`config.mk`:
```
export PLATFORM = sky130hd
export DESIGN_NAME = decode_ctrl_pipe
export DESIGN_NICKNAME = d
export VERILOG_FILES = /design/src/rtl/decode_ctrl_pipe_pkg.sv /design/src/rtl/instr_ctrl_decode.sv /design/src/rtl/decode_ctrl_pipe.sv
export SDC_FILE = /design/constraint.sdc
export NUM_CORES = 1
export LEC_CHECK = 0
export CORE_MARGIN = 1.5
export CORE_UTILIZATION = 46
export CTS_CLUSTER_DIAMETER = 80
export DETAILED_ROUTE_END_ITERATION = 12
export HOLD_SLACK_MARGIN = 0.08
export PLACE_DENSITY = 0.76
export SLEW_MARGIN = 20
export SYNTH_ARGS = -nofsm -noshare
export SYNTH_HDL_FRONTEND = slang
export SYNTH_SLANG_ARGS = --single-unit
```
`constraint.sdc`:
```
create_clock -name clk -period 2.55 [get_ports clk]
set_input_delay 0.51 -clock clk [delete_from_list [all_inputs] [get_ports clk]]
set_output_delay 0.51 -clock clk [all_outputs]
set_load 0.02 [all_outputs]
```
`src/rtl/decode_ctrl_pipe_pkg.sv`:
```
// Shared decode types: opcodes, control bundle, skid-buffer FSM states.
// Imported by instr_ctrl_decode and decode_ctrl_pipe.
package cpu_consts;

   localparam logic [6:0] OPC_LUI    = 7'b0110111;
   localparam logic [6:0] OPC_AUIPC  = 7'b0010111;
   localparam logic [6:0] OPC_JAL    = 7'b1101111;
   localparam logic [6:0] OPC_JALR   = 7'b1100111;
   localparam logic [6:0] OPC_BRANCH = 7'b1100011;
   localparam logic [6:0] OPC_LOAD   = 7'b0000011;
   localparam logic [6:0] OPC_STORE  = 7'b0100011;
   localparam logic [6:0] OPC_OPIMM  = 7'b0010011;
   localparam logic [6:0] OPC_OP     = 7'b0110011;

   localparam logic [6:0] F7_BASE = 7'b0000000;
   localparam logic [6:0] F7_ALT  = 7'b0100000;
   localparam logic [6:0] F7_MEXT = 7'b0000001;

   // {alt, funct3} so R/I ops map directly
   typedef enum logic [3:0] {
      ALU_ADD  = 4'b0000,
      ALU_SLL  = 4'b0001,
      ALU_SLT  = 4'b0010,
      ALU_SLTU = 4'b0011,
      ALU_XOR  = 4'b0100,
      ALU_SRL  = 4'b0101,
      ALU_OR   = 4'b0110,
      ALU_AND  = 4'b0111,
      ALU_SUB  = 4'b1000,
      ALU_SRA  = 4'b1101
   } alu_op_e;

   typedef enum logic [1:0] {
      OPA_RS1, OPA_PC, OPA_ZERO
   } opa_sel_e;

   typedef enum logic [2:0] {
      IMM_NONE, IMM_I, IMM_S, IMM_B, IMM_U, IMM_J
   } imm_sel_e;

   typedef enum logic [1:0] {
      WB_ALU, WB_MEM, WB_PC4, WB_MD
   } wb_src_e;

   typedef enum logic [1:0] {
      PC_SEQ, PC_BR, PC_JAL, PC_JALR
   } pc_sel_e;

   typedef struct packed {
      alu_op_e     alu_op;
      opa_sel_e    opa_sel;
      logic        opb_imm;
      imm_sel_e    imm_sel;
      logic [31:0] imm;
      logic [4:0]  rs1;
      logic [4:0]  rs2;
      logic [4:0]  rd;
      logic        rf_wr_en;
      wb_src_e     rf_wr_data_src;
      logic        data_req;
      logic        data_we;
      logic [1:0]  data_size;
      logic        data_uns;
      pc_sel_e     pc_sel;
      logic [2:0]  br_op;
      logic        md_req;
      logic [2:0]  md_op;
   } control_t;

   typedef enum logic [1:0] {
      EMPTY, ONE, TWO
   } skid_state_t;

   function automatic logic [31:0] imm_gen(
      input logic [31:0] i,
      input imm_sel_e    s
   );
      logic [31:0] r;
      r = '0;
      unique case (s)
         IMM_I: r = {{20{i[31]}}, i[31:20]};
         IMM_S: r = {{20{i[31]}}, i[31:25], i[11:7]};
         IMM_B: r = {{19{i[31]}}, i[31], i[7],
                     i[30:25], i[11:8], 1'b0};
         IMM_U: r = {i[31:12], 12'b0};
         IMM_J: r = {{11{i[31]}}, i[31], i[19:12],
                     i[20], i[30:21], 1'b0};
         default: r = '0;
      endcase
      return r;
   endfunction

endpackage

```
`src/rtl/instr_ctrl_decode.sv`:
```
// Combinational RV32I(+M) decoder: instr_i -> ctrl_o, illegal_o.
// Illegal encodings return an all-zero control bundle.
module instr_ctrl_decode
   import cpu_consts::*;
#(
   parameter bit EN_MEXT = 1'b1
) (
   input  logic [31:0] instr_i,
   output control_t    ctrl_o,
   output logic        illegal_o
);

   logic [6:0] opc;
   logic [2:0] f3;
   logic [6:0] f7;
   control_t   c;
   logic       ill;

   assign opc = instr_i[6:0];
   assign f3  = instr_i[14:12];
   assign f7  = instr_i[31:25];

   always_comb begin
      c     = '0;
      ill   = 1'b0;
      c.rd  = instr_i[11:7];
      c.rs1 = instr_i[19:15];
      c.rs2 = instr_i[24:20];
      unique case (opc)
         OPC_LUI: begin
            c.opa_sel  = OPA_ZERO;
            c.opb_imm  = 1'b1;
            c.imm_sel  = IMM_U;
            c.rf_wr_en = 1'b1;
         end
         OPC_AUIPC: begin
            c.opa_sel  = OPA_PC;
            c.opb_imm  = 1'b1;
            c.imm_sel  = IMM_U;
            c.rf_wr_en = 1'b1;
         end
         OPC_JAL: begin
            c.opa_sel        = OPA_PC;
            c.opb_imm        = 1'b1;
            c.imm_sel        = IMM_J;
            c.rf_wr_en       = 1'b1;
            c.rf_wr_data_src = WB_PC4;
            c.pc_sel         = PC_JAL;
         end
         OPC_JALR: begin
            ill              = (f3 != 3'd0);
            c.opb_imm        = 1'b1;
            c.imm_sel        = IMM_I;
            c.rf_wr_en       = 1'b1;
            c.rf_wr_data_src = WB_PC4;
            c.pc_sel         = PC_JALR;
         end
         OPC_BRANCH: begin
            ill       = (f3 == 3'd2) || (f3 == 3'd3);
            c.opa_sel = OPA_PC;
            c.opb_imm = 1'b1;
            c.imm_sel = IMM_B;
            c.pc_sel  = PC_BR;
            c.br_op   = f3;
         end
         OPC_LOAD: begin
            ill              = (f3 == 3'd3) || (f3 > 3'd5);
            c.opb_imm        = 1'b1;
            c.imm_sel        = IMM_I;
            c.rf_wr_en       = 1'b1;
            c.rf_wr_data_src = WB_MEM;
            c.data_req       = 1'b1;
            c.data_size      = f3[1:0];
            c.data_uns       = f3[2];
         end
         OPC_STORE: begin
            ill         = (f3 > 3'd2);
            c.opb_imm   = 1'b1;
            c.imm_sel   = IMM_S;
            c.data_req  = 1'b1;
            c.data_we   = 1'b1;
            c.data_size = f3[1:0];
         end
         OPC_OPIMM: begin
            c.opb_imm  = 1'b1;
            c.imm_sel  = IMM_I;
            c.rf_wr_en = 1'b1;
            c.alu_op   = alu_op_e'({1'b0, f3});
            // shift-immediates reuse funct7 as a qualifier
            if (f3 == 3'd1) begin
               ill = (f7 != F7_BASE);
            end else if (f3 == 3'd5) begin
               if (f7 == F7_ALT) c.alu_op = ALU_SRA;
               else ill = (f7 != F7_BASE);
            end
         end
         OPC_OP: begin
            c.rf_wr_en = 1'b1;
            if (f7 == F7_BASE) begin
               c.alu_op = alu_op_e'({1'b0, f3});
            end else if (f7 == F7_ALT &&
                         (f3 == 3'd0 || f3 == 3'd5)) begin
               c.alu_op = alu_op_e'({1'b1, f3});
            end else if (f7 == F7_MEXT && EN_MEXT) begin
               c.md_req         = 1'b1;
               c.md_op          = f3;
               c.rf_wr_data_src = WB_MD;
            end else begin
               ill = 1'b1;
            end
         end
         default: ill = 1'b1;
      endcase
      c.imm = imm_gen(instr_i, c.imm_sel);
      if (c.rd == 5'd0) c.rf_wr_en = 1'b0;
      if (ill) c = '0;
   end

   assign ctrl_o    = c;
   assign illegal_o = ill;

endmodule

```
`src/rtl/decode_ctrl_pipe.sv`:
```
// Decode stage with 2-entry skid buffer, flush and issue counter.
// In: instr/pc valid-ready from fetch. Out: ctrl/pc/illegal to execute.
module decode_ctrl_pipe
   import cpu_consts::*;
#(
   parameter int XLEN    = 32,
   parameter bit EN_MEXT = 1'b1,
   parameter int CNT_W   = 32
) (
   input  logic                       clk,
   input  logic                       rst,
   input  logic                       flush_i,
   input  logic                       instr_valid_i,
   output logic                       instr_ready_o,
   input  logic [31:0]                instr_i,
   input  logic [XLEN-1:0]            pc_i,
   output logic                       ctrl_valid_o,
   input  logic                       ctrl_ready_i,
   output logic [$bits(control_t)-1:0] ctrl_o,
   output logic [XLEN-1:0]            pc_o,
   output logic                       illegal_o,
   output logic [CNT_W-1:0]           decode_cnt_o
);

   control_t    dec_ctrl;
   logic        dec_ill;

   skid_state_t state_q, state_d;
   logic        rdy_q, rdy_d;
   control_t    hc_q, hc_d, sc_q, sc_d;
   logic [XLEN-1:0] hp_q, hp_d, sp_q, sp_d;
   logic        hi_q, hi_d, si_q, si_d;
   logic [CNT_W-1:0] cnt_q, cnt_d;
   logic        accept, issue;

   instr_ctrl_decode #(.EN_MEXT(EN_MEXT)) u_dec (
      .instr_i   (instr_i),
      .ctrl_o    (dec_ctrl),
      .illegal_o (dec_ill)
   );

   assign ctrl_valid_o  = (state_q != EMPTY);
   assign instr_ready_o = rdy_q;
   assign accept        = instr_valid_i & rdy_q;
   assign issue         = ctrl_valid_o & ctrl_ready_i;

   always_comb begin
      state_d = state_q;
      hc_d    = hc_q;
      hp_d    = hp_q;
      hi_d    = hi_q;
      sc_d    = sc_q;
      sp_d    = sp_q;
      si_d    = si_q;
      cnt_d   = cnt_q + CNT_W'(issue);
      unique case (state_q)
         EMPTY: begin
            if (accept) begin
               state_d = ONE;
               hc_d = dec_ctrl;
               hp_d = pc_i;
               hi_d = dec_ill;
            end
         end
         ONE: begin
            if (accept && issue) begin
               hc_d = dec_ctrl;
               hp_d = pc_i;
               hi_d = dec_ill;
            end else if (accept) begin
               state_d = TWO;
               sc_d = dec_ctrl;
               sp_d = pc_i;
               si_d = dec_ill;
            end else if (issue) begin
               state_d = EMPTY;
            end
         end
         TWO: begin
            // ready is low here, so only a drain can happen
            if (issue) begin
               state_d = ONE;
               hc_d = sc_q;
               hp_d = sp_q;
               hi_d = si_q;
            end
         end
         default: state_d = EMPTY;
      endcase
      if (flush_i) state_d = EMPTY;
      rdy_d = (state_d != TWO);
   end

   always_ff @(posedge clk) begin
      if (rst) begin
         state_q <= EMPTY;
         rdy_q   <= 1'b1;
         hc_q    <= '0;
         hp_q    <= '0;
         hi_q    <= 1'b0;
         sc_q    <= '0;
         sp_q    <= '0;
         si_q    <= 1'b0;
         cnt_q   <= '0;
      end else begin
         state_q <= state_d;
         rdy_q   <= rdy_d;
         hc_q    <= hc_d;
         hp_q    <= hp_d;
         hi_q    <= hi_d;
         sc_q    <= sc_d;
         sp_q    <= sp_d;
         si_q    <= si_d;
         cnt_q   <= cnt_d;
      end
   end

   assign ctrl_o       = hc_q;
   assign pc_o         = hp_q;
   assign illegal_o    = hi_q;
   assign decode_cnt_o = cnt_q;

endmodule

```
==> results of run 1 <==
-- cells by family after synthesis --
family,Yosys count
XOR/XNOR,25
adder cells (fa/ha/maj),2
multiplexers,1
flip-flops,249
AO/OA/AOI/OAI,313
AND/OR/NAND/NOR,486
buffers and inverters,116
-- cell type report --
cell class	count	area, µm²
Fill cell	1782	7490
Sequential cell	249	4980
Multi-Input combinational cell	827	4920
Timing Repair Buffer	324	3160
Clock buffer	35	766
Tap cell	280	350
Clock inverter	13	124
Inverter	7	26.3
-- critical path, cell delays in order --
cell and delay (ns):
clkdlybuf4s50_1 0.48, or4_4 0.55, a2111oi_4 0.30, a2111oi_4 0.14, nor4_4 0.38, buf_4 0.35
a32o_1 0.21
-- stage by stage --
| stage | cell area (µm²) | worst slack [ns] | cells |
|---|---|---|---|
| global placement | 13300 | -0.608 | 1682 |
| detailed placement | 13300 | -0.723 | 1682 |
| CTS | 14300 | 0.0401 | 1734 |
| global route | 14300 | -0.0296 | 1735 |
| finish | 14300 | 0.0708 | 1735 |
| floorplan | 10300 | 0.0252 | 1192 |
-- registers in the layout (all words and copies together) (netlist names) --
signal         count
si_q               1
decode_cnt_o      32
pc_o              32
instr_ready_o      1
sc_q              74
sp_q              32
ctrl_o            74
illegal_o          1
state_q            2
-- layout by cell type, fill, tap and decap left out, types with 29 or more instances in the layout --
cell type	instances
a211oi_1	29
dfxtp_1	249
nor2_1	137
clkdlybuf4s50_1	205
a21oi_1	67
nor3_1	57
a311oi_1	37
a221oi_1	42
buf_4	98
nand2_1	190
a22o_1	42
-- layer usage --
metal / wire length (µm) / part of all wire [%] / vias to the layer above / global-route usage, %
met1: 13400 / 44 / 4780 / 33.9
li1: - / - / 4826 / -
met5: 0 / 0 / - / 0
met2: 14300 / 47 / 395 / 40.7
met4: 740 / 2.4 / 0 / 7.91
met3: 2200 / 7.2 / 54 / 4.61
-- worst paths after layout --
kind,endpoint,slack [ns],depth (start not counted)
setup reg to reg,decode_cnt_o[25],0.20,10
hold reg to reg,sc_q[73],0.45,2
setup / recovery,sc_q[72],0.07,7
hold / removal,decode_cnt_o[31],0.38,2
-- what timing repair did --
item                       4_1_cts  5_1_grt
setup buffers                    4        1
cloned                           0        0
resized for setup                3        7
pin swaps                        3        2
setup endpoints to repair       55      109
-- where the power goes --
part	total (mW)	internal, mW	switching (mW)	leakage [nW]
Clock	3.88	2.31	1.57	0.442
Combinational	1.16	0.532	0.633	2.96
Sequential	4.09	4.02	0.0760	2.03
==> results.ini, run 1 <==
[placed_design]
io_buffers = 209
dp_hpwl_mm = 20.2
place_congestion = 0.900

[timing]
finalWorstPathRequiredPeriod_ns = 2.48
skew_ns = 0.00882
finalMaxSlewViolations = 0
fmax_mhz = 403
max_slew_margin_pct = 44.4
setup_violations = 0
worst_pin_slew_ns = 0.834
whs_ns = 0.376
tns_ns = 0
rsz0062_at_grt = true
hold_viol_final = 0
post-route-period-util_pct = 97.2

[floorplanning]
pin_count = 210
die_width_um = 152
design.die.area_um2 = 23200
coreArea_um2 = 21800
die_h_um = 152
initial_core_util_pct = 47.0
rows = 54

[clock_network]
insertion_delay_ns = 0.52
cts.htree.levels = 1
cts_tree = done
clk_pin_slew_ns = 0.06
clock-root-buffer = clkbuf_16
cts.sinks = 249
clk_path_buf_depth = 3
hold_buffers = 0
cts_buffers = 26

[route]
num_vias = 10100
drt-total-wl_mm = 30.7
routed_via_density = 5.80
first_iter_violations = 773
first_pass_iters = 5
ant_nets = 0
wire_per_inst_um = 17.7
remaining_drc_errors = 0

[layout]
nets = 1506
syn_to_final_growth_pct = 39.7
diodes = 0
drive_above_1_share_pct = 12.6
utilization_pct = 65.7

[power_and_ir_drop]
irDropWorstVdd_mv = 0.423
power_leakage_nw = 5.43
p_total_mw = 9.14
p_per_area_nw_per_um2 = 638

[synth]
yosysMostFrequentCell = dfxtp_1
synth_compound_gate_area_share_pct = 23.2
muxShareOfSynthArea_pct = 0.0975
synth_simple_gate_area_share_pct = 21.4
synth_fa_ha_area_share_pct = 0.244
synthXorXnorAreaFrac_pct = 2.13
yosysSeqAreaShare_pct = 48.6
ys_ff_latch = 249
syn_area_um2 = 10300
yosysWarnings = 0
synth_top_area_share_pct = 48.6
syn_nets = 1263
synth_ff_type = dfxtp_1
synth_edf_count = 0
async_flop_share_pct = 0
ys_top_cells_by_count = 249 x dfxtp_1, 190 x nand2_1, 138 x nor2_1
synth_top_area_cell = dfxtp_1
avgSynthCellArea_um2 = 8.61
synth_top_family_by_area = compound AO/OA/AOI/OAI gates
synthCells = 1192
synth.distinct_cells = 57
synthTopCellsByArea = dfxtp_1 49%, nand2_1 6.9%, nor2_1 5.0%, a221oi_1 3.7%, a22o_1 3.6%

[setup_path]
cp-startpoint = instr_i[29]
endpoint_kind = register
critPathKind = input port to register
cp_max_fo = 26
start_kind = input port
cp.arrival_ns = 2.94
required_ns = 3.01
timing.rr.start = state_q[0]

[min_path]
hp-class = input port to register
hp-start = rst

[grt]
grt-ovfl-total = 0
grt_max_degree = 78
grt_pass1_vias = 9252
grt_pass1_wl_mm = 48.8
grt.total_usage_pct = 25.1
antenna_found_initial = 0

[flow_run]
drv_cap = 0

[outcome]
run_status = complete, no violations

No activity file was read; power rests on OpenSTA's default activity.
==> inputs of run 2 (changes only) <==
Settings changed: TNS_END_PERCENT set to 10.
==> run 2 against run 1 <==
Compared with the run above:
- first-iteration DRC count increased by 17%
- core utilization up 1.6 points
- global-route usage grew 0.27 points
- register-to-register slack hardly changed
- clock power rose by 4%
- clock-buffer cell count up 3
- via count up 1.6%
- wire length up 2.5%
==> results.ini, run 2 (synthesis gave the netlist of run 1 again) <==
[grt]
grt_max_degree = 118  ; +51%
grt_pass1_wl_mm = 49.3  ; +1.1%
grt-ovfl-total = 0  ; unchanged
met3_usage_pct = 3.98  ; -0.63 points
gr-usage-met1_pct = 34.9  ; +1.1 points
grt.total_usage_pct = 25.4  ; +0.27 points
grt_pass1_vias = 9485  ; +2.5%
use_met2_pct = 40.6  ; -0.086 points
antenna_found_initial = 0  ; unchanged
grt_busiest_layer = met2

[layout]
final_common_cell = dfxtp_1
fin_cells = 1743  ; +0.46%
register_area_um2 = 4980  ; unchanged
nets = 1513  ; +0.46%
final_cell_mix = 249 x dfxtp_1, 205 x clkdlybuf4s50_1, 190 x nand2_1, 137 x nor2_1, 97 x buf_4
diodes = 0  ; unchanged
syn_to_final_growth_pct = 43.2
drive_above_1_share_pct = 14.4  ; +1.8 points
fill_cells = 1705  ; -4.3%
utilization_pct = 67.3  ; +1.6 points
multi_input_area_um2 = 5130  ; +4.2%
final_cell_area_um2 = 14700  ; +2.5%

[setup_path]
required_ns = 2.95  ; -0.06 ns
cp_max_fo = 12  ; -54%
critPathKind = input port to register
endpoint_kind = register
path_buf_inv = 5  ; +3
start_kind = input port
path_delay_family = buffers and inverters
slowest_delay_ns = 0.47  ; -0.08 ns
r2r_setup_slack_ns = 0.20  ; about the same
path_cells = clkdlybuf4s50_1, nand2b_1, buf_4, a221oi_4, o32ai_4, buf_6, nor4_4, buf_4, clkbuf_16, a2bb2oi_1, nor2_1
worst_path_most_repeated_cell = buf_4
cp_slowest_cell = clkdlybuf4s50_1
cp.arrival_ns = 2.92  ; -0.02 ns

[placed_design]
dpl_cell_area_um2 = 13400  ; +0.52%
place_congestion = 0.884  ; -1.8%
io_buffers = 209  ; unchanged
dp_hpwl_mm = 20.4  ; +1.3%
pre_cts_ws_ns = -0.729  ; -0.00593 ns
dpl.cell_count = 1685  ; +0.18%

[timing]
hold_viol_final = 0  ; unchanged
post-route-period-util_pct = 98.9  ; +1.7 points
worst_pin_slew_ns = 0.624  ; -0.211 ns
worst_slack_ns = 0.0270  ; -0.0438 ns
rsz0062_at_grt = true
skew_ns = 0.0108  ; +0.00198 ns
finalMaxSlewViolations = 0  ; unchanged
setup_violations = 0  ; unchanged
finalWorstPathRequiredPeriod_ns = 2.52  ; +0.0438 ns
fmax_mhz = 396  ; -1.7%
tns_ns = 0  ; unchanged
whs_ns = 0.307  ; -0.0687 ns
max_slew_margin_pct = 57.9  ; +13 points

[clock_network]
cts.htree.levels = 1  ; unchanged
cts.sinks = 249  ; unchanged
clk_pin_slew_ns = 0.06  ; about the same
insertion_delay_ns = 0.53  ; about the same
cts_buffers = 27  ; +3.8%
clock-root-buffer = clkbuf_16
cts_tree = done
clk_path_buf_depth = 3  ; unchanged

[route]
wire_per_inst_um = 18.0  ; +2.1%
first_pass_iters = 5  ; unchanged
drt-total-wl_mm = 31.4  ; +2.5%
remaining_drc_errors = 0  ; unchanged
first_iter_violations = 901  ; +17%
routed_via_density = 5.86  ; +1.2%
ant_nets = 0  ; unchanged
num_vias = 10200  ; +1.6%

[power_and_ir_drop]
irDropWorstVdd_mv = 0.506  ; +20%
power_leakage_nw = 5.58  ; +2.7%
p_total_mw = 9.32  ; +2.0%
p_per_area_nw_per_um2 = 634  ; -0.49%

[floorplanning]
initial_core_util_pct = 47.0  ; unchanged
pin_count = 210  ; unchanged
coreArea_um2 = 21800  ; unchanged
die_h_um = 152  ; unchanged
rows = 54  ; unchanged
design.die.area_um2 = 23200  ; unchanged
die_width_um = 152  ; unchanged

[min_path]
hp-class = input port to register

[outcome]
run_status = complete, no violations

[flow_run]
drv_cap = 0  ; unchanged

[run 2: cell count changes in the layout (fill, tap and decap cells not counted), sizes merged]
cell and delta:
inv +3, dlymetal6s2s -2, buf +4, clkbuf +5
clkinv -4, bufinv +1, clkinvlp -1, dlygate4sd2 +2
[run 2: area by class of cell]
class | count | share of cell area [%]
repair buffers | 330 | 22.3
clock buffers | 38 | 5.29
inverters | 7 | 0.179
flip-flops and latches | 249 | 33.9
well taps | 280 | 2.38
clock inverters | 12 | 1.01
multi-input cells | 827 | 34.9
[run 2: what timing repair did]
item,CTS,global route
pin swaps,3,4
endpoints found under the setup margin,116,88
gates cloned,2,2
setup buffers,2,2
gates resized for setup,12,32
hold buffers,0,0
[run 2: routing by layer]
layer,vias up,part of all wire (%)
li1,4839,-
met5,-,0
met1,4895,43
met3,85,6.5
met2,400,47
met4,0,3.2
[run 2: power by group]
group          leakage, nW  total (mW)  switching (mW)  internal, mW
combinational         3.09        1.21           0.655         0.554
clock                0.457        4.02            1.59          2.43
sequential            2.03        4.09          0.0729          4.02
total                 5.58        9.32            2.31          7.01
[run 2: final timing paths]
check,start,endpoint,cells past startpoint
setup / recovery,instr_i[6],illegal_o,11
hold / removal,rst,decode_cnt_o[2],2
setup reg to reg,state_q[0],decode_cnt_o[25],10
hold reg to reg,sp_q[5],sp_q[5],2
==> inputs of run 3 (changes only) <==
Settings changed: CORE_UTILIZATION 46 to 40, CTS_BUF_LIST set to sky130_fd_sc_hd__clkbuf_4, PLACE_DENSITY 0.76 to 0.67.
==> run 3 against run 2 <==
Compared with the run above:
- die area increased by 15%
- wire length increased by 2.0%
- critical endpoint is now ctrl_o[55]
- sequential power about the same
- largest cell class is now registers
- fmax increased by 0.92%
- hold slack got worse by 0.14 ns
- clock power decreased by 1%
- sequential share of layout area increased by 0.37 points
- largest power group unchanged
- register-to-register slack improved by 0.11 ns
- power decreased by 0.95%
==> results.ini, run 3 (synthesis gave the netlist of run 1 again) <==
[outcome]
run_status = complete, no violations

[grt]
antenna_found_initial = 2  ; +2
grt-ovfl-total = 0  ; unchanged
grt_pass1_wl_mm = 50.5  ; +2.4%
grt_pass1_vias = 9647  ; +1.7%
grt.total_usage_pct = 23.6  ; -1.8 points
grt_max_degree = 66  ; -44%

[route]
drt-total-wl_mm = 32.1  ; +2.0%
remaining_drc_errors = 0  ; unchanged
wire_per_inst_um = 17.2  ; -4.6%
ant_nets = 0  ; unchanged
first_pass_iters = 8  ; +3
first_iter_violations = 990  ; +9.9%
routed_via_density = 5.48  ; -6.6%
num_vias = 10200  ; -0.12%

[setup_path]
cp_max_fo = 13  ; +1
required_ns = 3.10  ; +0.15 ns
critPathKind = input port to register
cp.arrival_ns = 3.05  ; +0.13 ns
start_kind = input port
endpoint_kind = register

[floorplanning]
rows = 58  ; +7.4%
coreArea_um2 = 25200  ; +15%
die_h_um = 163  ; +7.1%
design.die.area_um2 = 26600  ; +15%
initial_core_util_pct = 40.8  ; -6.3 points
die_width_um = 163  ; +7.1%
pin_count = 210  ; unchanged

[timing]
setup_violations = 0  ; unchanged
hold_viol_final = 0  ; unchanged
finalWorstPathRequiredPeriod_ns = 2.50  ; -0.0231 ns
whs_ns = 0.164  ; -0.142 ns
post-route-period-util_pct = 98.0  ; -0.91 points
skew_ns = 0.0355  ; +0.0247 ns
max_slew_margin_pct = 52.9  ; -5.0 points
fmax_mhz = 400  ; +0.92%
worst_pin_slew_ns = 0.697  ; +0.0737 ns
finalMaxSlewViolations = 0  ; unchanged

[power_and_ir_drop]
power_leakage_nw = 5.56  ; -0.36%
p_per_area_nw_per_um2 = 635  ; +0.14%
irDropWorstVdd_mv = 0.337  ; -34%
p_total_mw = 9.23  ; -0.95%

[placed_design]
io_buffers = 209  ; unchanged
dpl_cell_area_um2 = 13500  ; +0.47%
place_congestion = 0.867  ; -2.0%
dp_hpwl_mm = 21.2  ; +4.0%
dpl.cell_count = 1735  ; +3.0%

[layout]
nets = 1552  ; +2.6%
syn_to_final_growth_pct = 41.6
final_cell_mix = 249 x dfxtp_1, 208 x clkdlybuf4s50_1, 190 x nand2_1, 137 x nor2_1, 112 x clkbuf_4
drive_above_1_share_pct = 16.7  ; +2.4 points
fin_cells = 1864  ; +6.9%
utilization_pct = 57.7  ; -9.6 points
final_common_cell = dfxtp_1
final_cell_area_um2 = 14500  ; -1.1%

[clock_network]
clock-root-buffer = clkbuf_4
cts.htree.levels = 3  ; +2
cts_buffers = 71  ; +160%
hold_buffers = 0  ; unchanged
clk_path_buf_depth = 3  ; unchanged
cts.sinks = 249  ; unchanged
cts_tree = done
clk_pin_slew_ns = 0.06  ; about the same
insertion_delay_ns = 0.66  ; +0.13 ns

[min_path]
hp-class = input port to register

[flow_run]
drv_cap = 0  ; unchanged

run 3: changes by cell type in the layout (fill, tap and decap cells not counted), moves of 5 or more:
cell       change
clkbuf_4     +112
clkbuf_16     -28
a221oi_1      +20
a221oi_2      -16
clkbuf_8       -6
clkbuf_1       -5
clkinv_1       +5
run 3: cell type report:
| class | instances | area [µm²] |
|---|---|---|
| flip-flops and latches | 249 | 4980 |
| multi-input cells | 827 | 4930 |
| clock buffers | 112 | 841 |
| fillers | 2268 | 10600 |
| well taps | 330 | 413 |
| inverters | 7 | 26.3 |
| diodes | 2 | 5.00 |
| repair buffers | 325 | 3210 |
| clock inverters | 12 | 129 |
run 3: worst max-delay path: stages:
cell	delay [ns]
clkdlybuf4s50_1	0.47
or4_4	0.60
a2111oi_4	0.43
a2111oi_4	0.14
nor4_4	0.19
buf_4	0.16
buf_12	0.16
buf_12	0.13
a221oi_1	0.06
nor3_1	0.17
run 3: per-layer routing:
metal / track usage (%) / wire length (µm) / vias up
met3: 4.44 / 1990 / 84
met5: 0 / 13 / -
met4: 11.4 / 1180 / 2
li1: - / - / 4950
met2: 36.0 / 14400 / 356
met1: 31.9 / 14500 / 4815
run 3: stage by stage:
step / setup slack (ns) / setup TNS (ns)
after floorplan: -0.0282 / -0.725
after global placement: -0.631 / -70.76
after detailed placement: -0.744 / -77.27
after CTS: -0.0195 / -0.0332
after global routing: -0.00755 / -0.0150
final: 0.0501 / 0
run 3: final timing paths:
path                                    endpoint        start  slack, ns  cells after the start
worst max-delay path                  ctrl_o[55]  instr_i[28]       0.05                     10
worst min-delay path            decode_cnt_o[31]          rst       0.16                      2
worst max register to register  decode_cnt_o[22]   state_q[0]       0.31                     10
worst min register to register          sc_q[14]     sc_q[14]       0.45                      2
run 3: what timing repair did:
action,CTS,global route
gates cloned,0,1
pin swaps,0,1
setup buffers,0,2
resized for setup,0,6
endpoints found under the setup margin,4,59
hold endpoints to repair,0,0
run 3: where the power goes:
group | total, mW | switching (mW) | internal, mW
sequential | 4.09 | 0.0761 | 4.02
combinational | 1.17 | 0.640 | 0.534
clock | 3.97 | 1.68 | 2.29
